$ cat src/rtl/sccb_init_sequencer_pkg.sv
// Shared types and constants for the SCCB camera init sequencer: FSM state
// encoding, ROM table markers and a saturating error-count helper.
package sccb_init_sequencer_pkg;

  typedef enum logic [3:0] {
    IDLE,
    FETCH,
    DECODE,
    XFER,
    RELEASE,
    VFY_XFER,
    VFY_RELEASE,
    DELAY,
    HOST_XFER,
    HOST_RELEASE
  } state_e;

  localparam logic [15:0] END_MARKER     = 16'hFFFF;
  localparam logic [7:0]  DELAY_TAG      = 8'hFE;
  localparam logic [7:0]  DEFAULT_DEV_ID = 8'h42;

  function automatic logic [7:0] sat_inc(input logic [7:0] v);
    return (v == 8'hFF) ? v : v + 8'd1;
  endfunction

endpackage

$ cat src/rtl/sccb_init_sequencer_if.sv
// Control/data bundle between the init sequencer (master) and the SCCB
// master core (slave): start/RW handshake, addresses and data bytes.
interface sccb_init_sequencer_if;

  logic       start;
  logic       rw;
  logic [7:0] ip_addr;
  logic [7:0] sub_addr;
  logic [7:0] data_in;
  logic [7:0] data_out;
  logic       done;

  modport master (
    output start, rw, ip_addr, sub_addr, data_in,
    input  data_out, done
  );

  modport slave (
    input  start, rw, ip_addr, sub_addr, data_in,
    output data_out, done
  );

endinterface

$ cat src/rtl/sccb_init_sequencer_tick_counter.sv
// Loadable down-counter shared by the delay timer and the handshake timeout;
// holds at zero and flags it.
module sccb_init_sequencer_tick_counter #(
  parameter int unsigned CW = 8
) (
  input  logic          clk_i,
  input  logic          rst_i,
  input  logic          load_i,
  input  logic [CW-1:0] load_val_i,
  input  logic          en_i,
  output logic          zero_o
);

  logic [CW-1:0] count_q;

  // NOTE: sequential state uses non-blocking assignments so every flop
  // samples pre-edge values regardless of process evaluation order.
  always_ff @(posedge clk_i) begin
    if (rst_i) begin
      count_q <= '0;
    end else if (load_i) begin
      count_q <= load_val_i;
    end else if (en_i && (count_q != '0)) begin
      count_q <= count_q - 1'b1;
    end
  end

  assign zero_o = (count_q == '0);

endmodule

$ cat src/rtl/sccb_init_sequencer.sv
// Walks a camera register-init ROM table through the SCCB master core, with
// embedded delays, optional read-back verify and idle-time host accesses.
module sccb_init_sequencer
  import sccb_init_sequencer_pkg::*;
#(
  parameter int unsigned AW        = 6,
  parameter logic [7:0]  DEV_ID    = DEFAULT_DEV_ID,
  parameter int unsigned MS_CYCLES = 24000,
  parameter int unsigned TIMEOUT   = 32'd1 << 20
) (
  input  logic          xclk_i,
  input  logic          rst_i,
  input  logic          init_go_i,
  input  logic          verify_en_i,
  output logic [AW-1:0] rom_addr_o,
  input  logic [15:0]   rom_data_i,
  input  logic          host_req_i,
  input  logic          host_rw_i,
  input  logic [7:0]    host_sub_addr_i,
  input  logic [7:0]    host_wdata_i,
  output logic          host_ack_o,
  output logic [7:0]    host_rdata_o,
  sccb_init_sequencer_if.master sccb,
  output logic          busy_o,
  output logic          init_done_o,
  output logic          err_o,
  output logic [7:0]    err_count_o
);

  localparam int unsigned DLY_MAX = 255 * MS_CYCLES;
  localparam int unsigned CNT_MAX = (DLY_MAX > TIMEOUT) ? DLY_MAX : TIMEOUT;
  localparam int unsigned CW      = $clog2(CNT_MAX + 1);
  localparam logic [CW-1:0] TIMEOUT_TICKS = CW'(TIMEOUT - 1);

  state_e        state_q, state_d;
  state_e        adv_state;
  logic          timeout;
  logic          tick_load;
  logic [CW-1:0] tick_val;
  logic [CW-1:0] delay_ticks;
  logic          tick_zero;

  logic [AW-1:0] idx_q;
  logic [7:0]    sub_q, data_q, host_rdata_q, err_count_q;
  logic          rw_q, verify_q, host_ack_q, init_done_q, err_q;
  logic          walk_state;

  sccb_init_sequencer_tick_counter #(.CW(CW)) u_tick (
    .clk_i      (xclk_i),
    .rst_i      (rst_i),
    .load_i     (tick_load),
    .load_val_i (tick_val),
    .en_i       (1'b1),
    .zero_o     (tick_zero)
  );

  // Wrapping past the last table index counts as reaching the end marker.
  assign adv_state   = (idx_q == '1) ? IDLE : FETCH;
  assign delay_ticks = CW'(rom_data_i[7:0]) * CW'(MS_CYCLES) - CW'(1);
  assign walk_state  = (state_q != IDLE) && (state_q != HOST_XFER) &&
                       (state_q != HOST_RELEASE);

  always_ff @(posedge xclk_i) begin
    if (rst_i) state_q <= IDLE;
    else       state_q <= state_d;
  end

  // NOTE: every variable written here gets a default first, so no path can
  // leave it unassigned and infer a latch.
  always_comb begin
    state_d = state_q;
    timeout = 1'b0;
    case (state_q)
      IDLE: begin
        if (init_go_i)                     state_d = FETCH;
        else if (host_req_i && !host_ack_q) state_d = HOST_XFER;
      end
      FETCH: state_d = DECODE;
      DECODE: begin
        if (rom_data_i == END_MARKER)            state_d = IDLE;
        else if (rom_data_i[15:8] == DELAY_TAG)
          state_d = (rom_data_i[7:0] != 8'd0) ? DELAY : adv_state;
        else                                     state_d = XFER;
      end
      XFER: begin
        if (sccb.done)      state_d = RELEASE;
        else if (tick_zero) begin timeout = 1'b1; state_d = adv_state; end
      end
      RELEASE: begin
        if (!sccb.done)     state_d = verify_q ? VFY_XFER : adv_state;
        else if (tick_zero) begin timeout = 1'b1; state_d = adv_state; end
      end
      VFY_XFER: begin
        if (sccb.done)      state_d = VFY_RELEASE;
        else if (tick_zero) begin timeout = 1'b1; state_d = adv_state; end
      end
      VFY_RELEASE: begin
        if (!sccb.done)     state_d = adv_state;
        else if (tick_zero) begin timeout = 1'b1; state_d = adv_state; end
      end
      DELAY: if (tick_zero) state_d = adv_state;
      HOST_XFER: begin
        if (sccb.done)      state_d = HOST_RELEASE;
        else if (tick_zero) begin timeout = 1'b1; state_d = IDLE; end
      end
      HOST_RELEASE: begin
        if (!sccb.done)     state_d = IDLE;
        else if (tick_zero) begin timeout = 1'b1; state_d = IDLE; end
      end
      default: state_d = IDLE;
    endcase
  end

  // Bus fields are driven from their source one cycle ahead of sccb.start so
  // the core always sees them settled before the start edge.
  always_comb begin
    sccb.start    = 1'b0;
    sccb.rw       = rw_q;
    sccb.ip_addr  = DEV_ID;
    sccb.sub_addr = sub_q;
    sccb.data_in  = data_q;
    tick_load     = (state_d != state_q);
    tick_val      = '0;
    case (state_d)
      DELAY: tick_val = delay_ticks;
      XFER, RELEASE, VFY_XFER, VFY_RELEASE, HOST_XFER, HOST_RELEASE:
        tick_val = TIMEOUT_TICKS;
      default: tick_val = '0;
    endcase
    case (state_q)
      XFER, VFY_XFER, HOST_XFER: sccb.start = 1'b1;
      IDLE: begin
        if (state_d == HOST_XFER) begin
          sccb.rw       = host_rw_i;
          sccb.sub_addr = host_sub_addr_i;
          sccb.data_in  = host_wdata_i;
        end
      end
      DECODE: begin
        sccb.rw       = 1'b0;
        sccb.sub_addr = rom_data_i[15:8];
        sccb.data_in  = rom_data_i[7:0];
      end
      RELEASE: if (!sccb.done && verify_q) sccb.rw = 1'b1;
      default: ;
    endcase
  end

  always_ff @(posedge xclk_i) begin
    if (rst_i) begin
      idx_q        <= '0;
      sub_q        <= '0;
      data_q       <= '0;
      rw_q         <= 1'b0;
      verify_q     <= 1'b0;
      host_ack_q   <= 1'b0;
      host_rdata_q <= '0;
      init_done_q  <= 1'b0;
      err_q        <= 1'b0;
      err_count_q  <= '0;
    end else begin
      host_ack_q <= 1'b0;
      case (state_q)
        IDLE: begin
          if (init_go_i) begin
            idx_q       <= '0;
            verify_q    <= verify_en_i;
            init_done_q <= 1'b0;
            err_q       <= 1'b0;
            err_count_q <= '0;
          end else if (state_d == HOST_XFER) begin
            rw_q   <= host_rw_i;
            sub_q  <= host_sub_addr_i;
            data_q <= host_wdata_i;
          end
        end
        DECODE: begin
          rw_q   <= 1'b0;
          sub_q  <= rom_data_i[15:8];
          data_q <= rom_data_i[7:0];
        end
        RELEASE: if (!sccb.done && verify_q) rw_q <= 1'b1;
        VFY_XFER: begin
          if (sccb.done && (sccb.data_out != data_q)) begin
            err_q       <= 1'b1;
            err_count_q <= sat_inc(err_count_q);
          end
        end
        HOST_XFER: if (sccb.done && rw_q) host_rdata_q <= sccb.data_out;
        HOST_RELEASE: if (!sccb.done) host_ack_q <= 1'b1;
        default: ;
      endcase
      if (timeout) begin
        err_q       <= 1'b1;
        err_count_q <= sat_inc(err_count_q);
        if (state_q == HOST_XFER || state_q == HOST_RELEASE) begin
          host_ack_q <= 1'b1;
          if (rw_q) host_rdata_q <= 8'h00;
        end
      end
      if (state_d == FETCH && state_q != IDLE) idx_q <= idx_q + 1'b1;
      if (state_d == IDLE && walk_state)      init_done_q <= 1'b1;
    end
  end

  assign rom_addr_o   = idx_q;
  assign host_ack_o   = host_ack_q;
  assign host_rdata_o = host_rdata_q;
  assign busy_o       = (state_q != IDLE);
  assign init_done_o  = init_done_q;
  assign err_o        = err_q;
  assign err_count_o  = err_count_q;

endmodule

$ cat src/flat_wrapper.sv
// flat-port wrapper written by rule: the top's interface ports become plain ports
module sccb_init_sequencer_flat import sccb_init_sequencer_pkg::*;
#(
  parameter int unsigned AW        = 6,
  parameter logic [7:0]  DEV_ID    = DEFAULT_DEV_ID,
  parameter int unsigned MS_CYCLES = 24000,
  parameter int unsigned TIMEOUT   = 32'd1 << 20
)
  (xclk_i, rst_i, init_go_i, verify_en_i, rom_addr_o, rom_data_i, host_req_i, host_rw_i, host_sub_addr_i, host_wdata_i, host_ack_o, host_rdata_o, busy_o, init_done_o, err_o, err_count_o, sccb_start, sccb_rw, sccb_ip_addr, sccb_sub_addr, sccb_data_in, sccb_data_out, sccb_done);
  sccb_init_sequencer_if sccb_i ();
  input  logic xclk_i;
  input  logic rst_i;
  input  logic init_go_i;
  input  logic verify_en_i;
  output logic [AW-1:0] rom_addr_o;
  input  logic [15:0] rom_data_i;
  input  logic host_req_i;
  input  logic host_rw_i;
  input  logic [7:0] host_sub_addr_i;
  input  logic [7:0] host_wdata_i;
  output logic host_ack_o;
  output logic [7:0] host_rdata_o;
  output logic busy_o;
  output logic init_done_o;
  output logic err_o;
  output logic [7:0] err_count_o;
  output wire logic [$bits(sccb_i.start)-1:0] sccb_start;
  output wire logic [$bits(sccb_i.rw)-1:0] sccb_rw;
  output wire logic [$bits(sccb_i.ip_addr)-1:0] sccb_ip_addr;
  output wire logic [$bits(sccb_i.sub_addr)-1:0] sccb_sub_addr;
  output wire logic [$bits(sccb_i.data_in)-1:0] sccb_data_in;
  input wire logic [$bits(sccb_i.data_out)-1:0] sccb_data_out;
  input wire logic [$bits(sccb_i.done)-1:0] sccb_done;
  assign sccb_start = sccb_i.start;
  assign sccb_rw = sccb_i.rw;
  assign sccb_ip_addr = sccb_i.ip_addr;
  assign sccb_sub_addr = sccb_i.sub_addr;
  assign sccb_data_in = sccb_i.data_in;
  assign sccb_i.data_out = sccb_data_out;
  assign sccb_i.done = sccb_done;
  sccb_init_sequencer #(.AW(AW), .DEV_ID(DEV_ID), .MS_CYCLES(MS_CYCLES), .TIMEOUT(TIMEOUT)) u_core (.xclk_i(xclk_i), .rst_i(rst_i), .init_go_i(init_go_i), .verify_en_i(verify_en_i), .rom_addr_o(rom_addr_o), .rom_data_i(rom_data_i), .host_req_i(host_req_i), .host_rw_i(host_rw_i), .host_sub_addr_i(host_sub_addr_i), .host_wdata_i(host_wdata_i), .host_ack_o(host_ack_o), .host_rdata_o(host_rdata_o), .sccb(sccb_i), .busy_o(busy_o), .init_done_o(init_done_o), .err_o(err_o), .err_count_o(err_count_o));
endmodule
$ cat config.mk
export PLATFORM = sky130hd
export DESIGN_NAME = sccb_init_sequencer_flat
export DESIGN_NICKNAME = d
export VERILOG_FILES = /design/src/rtl/sccb_init_sequencer_pkg.sv /design/src/rtl/sccb_init_sequencer_if.sv /design/src/rtl/sccb_init_sequencer_tick_counter.sv /design/src/rtl/sccb_init_sequencer.sv /design/src/flat_wrapper.sv
export SDC_FILE = /design/constraint.sdc
export NUM_CORES = 1
export LEC_CHECK = 0
export BUFFER_PORTS_ARGS = -buffer_cell sky130_fd_sc_hd__buf_2
export CORE_UTILIZATION = 62
export DETAILED_ROUTE_END_ITERATION = 12
export PLACE_DENSITY_LB_ADDON = 0.1
export SLEW_MARGIN = 40
export SYNTH_ARGS = -nofsm -noshare
export SYNTH_HDL_FRONTEND = slang
export SYNTH_SLANG_ARGS = --single-unit
$ cat constraint.sdc
create_clock -name xclk_i -period 9.9 [get_ports xclk_i]
set_input_delay 0.495 -clock xclk_i [delete_from_list [all_inputs] [get_ports xclk_i]]
set_output_delay 0.495 -clock xclk_i [all_outputs]
set_load 0.05 [all_outputs]
## Word-level counts from Yosys, hierarchy flattened

Cells that the tools add are included.

| cells by class | value |
|---|---|
| add/sub/neg operators | 4 |
| multiply operators | 1 |
| equal/unequal tests | 28 |
| multiplexer cells | 60 |
| reductions and logical operators | 34 |

Operator list:

| cell | number |
|---|---|
| 8-bit two-way mux | 13 |
| 8-bit case mux with 2 select lines | 5 |
| 4-bit two-way mux | 14 |
| 23-bit two-way mux | 2 |
| 23-bit case mux with 2 select lines | 1 |
| 23-bit by 1-bit subtractor with 23-bit output (second input constant) | 2 |
| 4-bit case mux with 10 select lines | 1 |
| 4-bit by 3-bit equality test with 1-bit output (second input constant) | 8 |
| 23-bit zero test | 1 |
| 23-bit nonzero test | 1 |
| 6-bit two-way mux | 3 |
| 8-bit by 9-bit multiplier with 17-bit output (second input constant) | 1 |
| 1-bit two-way mux | 17 |
| 16-bit equality test (second input constant) | 1 |
| 4-bit equality test (second input constant) | 4 |
| 8-bit equality test (second input constant) | 2 |
| 4-bit by 2-bit equality test with 1-bit output (second input constant) | 3 |
| 2-bit nonzero test | 6 |
| 2-bit AND reduction | 5 |
| 8-bit by 1-bit adder with 8-bit output (second input constant) | 1 |
| 4-bit by 1-bit equality test with 1-bit output (second input constant) | 2 |
| 1-bit logical AND | 8 |
| 4-bit zero test | 2 |
| 4-bit != test (second input constant) | 2 |
| other kinds (17) | 22 |

| storage, ports and cells | value |
|---|---|
| register bits | 70 |
| bits of input ports | 47 |
| output and inout port bits | 52 |
| word-level logic and storage cells | 139 |

## Longest topological paths before layout

| logic depth | value |
|---|---|
| depth in word-level cells | 10 |
| depth in mapped cells | 20 |
| depth with buffers taken out | 19 |

## By module

Synthesis repeated with hierarchy kept, for this count alone.

| unflattened totals | value |
|---|---|
| cell total of the unflattened synthesis | 787 |
| area, all modules | 6,266.0 µm² |

Modules (own cells, without submodules):

| module | instances | cells each | area each (µm²) | sequential area each (µm²) |
|---|---|---|---|---|
| sccb_init_sequencer | 1 | 607 | 4,809.6 | 940.9 |
| sccb_init_sequencer_tick_counter | 1 | 180 | 1,456.4 | 460.4 |

## Worst setup path after synthesis

No wires, ideal clock.

| timing path | value |
|---|---|
| path type | input -> register |
| start | in rom_data_i[7] |
| end | reg u_core.u_tick.count_q[22] |
| setup time | 117 ps |
| arrival time | 5,385 ps |
| data required time | 9,783 ps |
| setup slack | 4,398 ps |
| stages | 19 |
| buffers on the path | 1 |
| cells stage by stage | inv_1 -> fa_1 -> fa_1 -> inv_1 -> fa_1 -> inv_1 -> fa_1 -> inv_1 -> ha_1 -> clkbuf_1 -> or3b_2 -> o221ai_1 -> or3b_2 -> or4_1 -> nor4b_2 -> o2111ai_1 -> xnor2_1 -> a22oi_1 -> nor2_1 |

| on the way | value |
|---|---|
| cells in the longest elaborated chain, start to end | 9 |
| elaborated cells on any way between the ends | 20 |
| classes of those cells | add/sub (1); mul (1); eq/ne (9); mux (6); reduce/logical (3) |

RTL lines:

| item | line | RTL |
|---|---|---|
| from (decl) | flat_wrapper.sv:16 | `input logic [15:0] rom_data_i;` |
| branches (longest 9 deep; another with 23-bit by 1-bit subtractor with 23-bit output) | - |  |
| to (signal assigned) | sccb_init_sequencer_tick_counter.sv:22 | `count_q <= load_val_i;` |
| to (signal assigned) | sccb_init_sequencer_tick_counter.sv:24 | `count_q <= count_q - 1'b1;` |
| to (decl) | sccb_init_sequencer_tick_counter.sv:14 | `logic [CW-1:0] count_q;` |

Several ways; the timed one is not identified.
A chain may end at the register's enable or synchronous reset.

## Worst setup path in the final report

| timing path | value |
|---|---|
| start | in rom_data_i[5] |
| end | reg u_core.u_tick.count_q[22] |

Same word-level chain as after synthesis.

==> impl_metrics.py <==
metrics = {
    "final_layout": {
        "drive_above_1_share": 0.157,
        "n_fill_cell": 836,
        "area_growth_pct": 10.5,
        "nets": 980,
        "antenna_cells": 0,
        "fin_area_mm2": 0.00690,
    },
    "die": {
        "io_pins": 99,
        "rows": 36,
        "die_y_um": 102,
        "chipWidth_um": 102,
        "die-area_mm2": 0.0105,
        "core_mm2": 0.00977,
        "start_util": 0.638,
    },
    "setup_path": {
        "rrSetupSlack_ns": 5.91,
        "crit_fanout": 9,
        "startpoint_type": "input pin",
        "timing.rr.end": "u_core.data_q[7]",
        "critPathCaptureType": "flip-flop",
        "r2r-start": "u_core.u_tick.count_q[12]",
        "crit_arrival_ns": 5.83,
        "crit_type": "in -> reg",
        "reg2reg_depth": 9,
        "required_ns": 10.15,
    },
    "sta": {
        "final_hold_viol_count": 0,
        "period_share": 0.563,
        "setup_violations": 0,
        "slew_headroom": 0.438,
        "min_period_ns": 5.58,
        "final.setup.tns_ns": 0,
        "worst_pin_slew_ns": 0.843,
        "rsz0062_at_grt": "no",
        "worst_clock_skew_ns": 0.0167,
        "drv_slew": 0,
        "fmax_mhz": 179,
    },
    "clocking": {
        "ctsHoldBuffers": 0,
        "cts_sinks": 70,
        "cts.repair.resized": 0,
        "cts_buffer_depth": 2,
        "post-cts-setup-buffers": 0,
        "cts_tree": "done",
        "clock_latency_ns": 0.37,
        "numCtsBuffers": 9,
        "cts-root-buf": "clkbuf_8",
        "h-tree-depth": 3,
        "clk_pin_slew_worst_paths_ns": 0.09,
    },
    "synth": {
        "yosys.cell_count.top_type": "nor2_1",
        "syn-cell-area_mm2": 0.00624,
        "synthTopCellsByCount": "nor2_1, dfxtp_1, inv_1, nand2_1, a21oi_1",
        "avgSynthCellArea_um2": 7.89,
        "yosysWarnings": 0,
        "ys_top_cells_by_area": "dfxtp_1, ha_1, fa_1",
        "synth_top_area_share": 0.225,
        "synth-edff-count": 0,
        "ys_seq_area_frac": 0.225,
        "ys_ff_latch": 70,
        "synthArstFlopShare": 0,
        "ys_types": 73,
        "yosys_most_used_dff": "dfxtp_1",
        "postSynthCellCount": 791,
        "yosys.area.top_type": "dfxtp_1",
    },
    "global_routing": {
        "grt_pass1_wl_um": 24200,
        "globalRouteOverflowTotal": 0,
        "grt_util_all_layers": 0.296,
        "grt_max_degree": 48,
        "grt_pass1_vias": 5250,
        "antenna_found_initial": 0,
    },
    "power_and_ir_drop": {
        "p_total_mw": 2.46,
        "powerDensity_mw_per_mm2": 356,
        "p_leak_nw": 2.99,
        "ir_worst_vdd_uv": 364,
    },
    "placed_design": {
        "portBuffers": 90,
        "gp_congestion": 0.905,
        "placed_cell_area_mm2": 0.00671,
        "dp_hpwl_um": 11800,
    },
    "route": {
        "first_pass_iters": 6,
        "met1Wirelength_um": 6720,
        "wire_per_inst_um": 15.2,
        "wl_met3_um": 950,
        "ant_nets": 0,
        "vias": 5856,
        "route.met2.wl_um": 7200,
        "drtIter0Drc": 269,
        "wl_um": 15200,
        "vias_per_cell": 5.86,
        "drc": 0,
        "top_layer": "met4",
    },
    "worst_hold_path": {
        "hold_path_depth": 3,
        "min_from": "verify_en_i",
        "min_to": "u_core.verify_q",
        "hold_class": "in -> reg",
    },
    "job": {
        "max-cap-violations": 0,
    },
    "run_status": {
        "run_status": "finished clean",
    },
}
[cell families (layout without fill, tap and decap cells)]
group	Yosys count	count (layout)	share of synthesized area
AOI/OAI and AO/OA	188	188	0.196
xor gates and xnor gates	45	45	0.0632
adders and majority gates	72	72	0.174
buffers and inverters	106	175	0.0744
DFF	70	70	0.225
muxes	14	14	0.0227
other	2	8	0.00120
and+or+nand+nor	294	294	0.243
[critical path, stage by stage]
cell,delay [ns]
buf_2,0.16
inv_1,0.08
fa_1,0.55
fa_1,0.56
inv_1,0.06
fa_1,0.53
inv_1,0.05
fa_1,0.52
inv_1,0.04
ha_1,0.39
and3_1,0.22
a221oi_1,0.42
o22ai_1,0.20
or4_1,0.62
nor4b_2,0.34
o2111ai_1,0.23
xnor2_1,0.18
a22oi_1,0.15
nor2_1,0.05
[worst max-delay path by stage]
stage                             start                   endpoint  slack (ns)  cells past startpoint
final                     rom_data_i[5]  u_core.u_tick.count_q[22]        4.32                     19
after global routing      rom_data_i[5]  u_core.u_tick.count_q[22]        4.11                     19
after CTS                 rom_data_i[5]  u_core.u_tick.count_q[22]        4.39                     19
after detailed placement  rom_data_i[5]  u_core.u_tick.count_q[22]        4.01                     19
after global placement    rom_data_i[5]  u_core.u_tick.count_q[22]        4.21                     19
after floorplan           rom_data_i[7]  u_core.u_tick.count_q[22]        4.40                     19
[layer usage]
metal,track usage,up-vias
li1,-,2898
met1,0.393,2714
met2,0.481,217
met3,0.0451,27
met4,0.122,0
met5,0,-
[per-stage QoR]
stage / worst slack, ns / std cells / hold WS [ns] / util
4_1_cts: 4.39 / 999 / 0.360 / 0.705
2_1_floorplan: 4.40 / 797 / 0.478 / -
5_1_grt: 4.11 / 999 / 0.379 / 0.706
3_5_place_dp: 4.01 / 983 / 0.449 / 0.686
3_3_place_gp: 4.21 / 981 / 0.442 / 0.684
6_report: 4.32 / 999 / 0.369 / 0.706
[cell usage in the layout (no fill, tap or decap), types with 13 or more instances in the layout]
master	instances
fa_1	25
a21oi_1	61
inv_1	65
nor2b_1	30
o21ai_0	31
nor3_1	19
dfxtp_1	70
o22ai_1	23
buf_2	89
ha_1	47
xnor2_1	29
xor2_1	16
nor2_1	78
mux2i_1	13
nand3_1	24
nand2_1	64
a211oi_1	15
[registers in the layout, summed over array words and instances, names as in the netlist]
signal,count
u_core.u_tick.count_q,23
u_core.data_q,8
u_core.err_count_o,8
u_core.host_rdata_o,8
u_core.sub_q,8
u_core.rom_addr_o,6
u_core.state_q,4
u_core.err_o,1
u_core.host_ack_o,1
u_core.init_done_o,1
u_core.rw_q,1
u_core.verify_q,1
[report_power, final]
| group | internal [mW] | leakage, nW | total [mW] | switching (mW) |
|---|---|---|---|---|
| Clock | 0.0961 | 0.0927 | 0.227 | 0.131 |
| Combinational | 0.647 | 2.32 | 1.79 | 1.14 |
| Sequential | 0.359 | 0.571 | 0.438 | 0.0786 |
| Total | 1.10 | 2.99 | 2.46 | 1.35 |
[cell type report]
class,instances,area [um2],area share
clock buffers,9,124,0.0180
clock inverters,7,62.6,0.00907
inverters,65,244,0.0354
multi-input cells,621,4420,0.640
flip-flops and latches,70,1400,0.203
well taps,133,166,0.0241
repair buffers,94,483,0.0700
(Power assumes the default switching activity.)
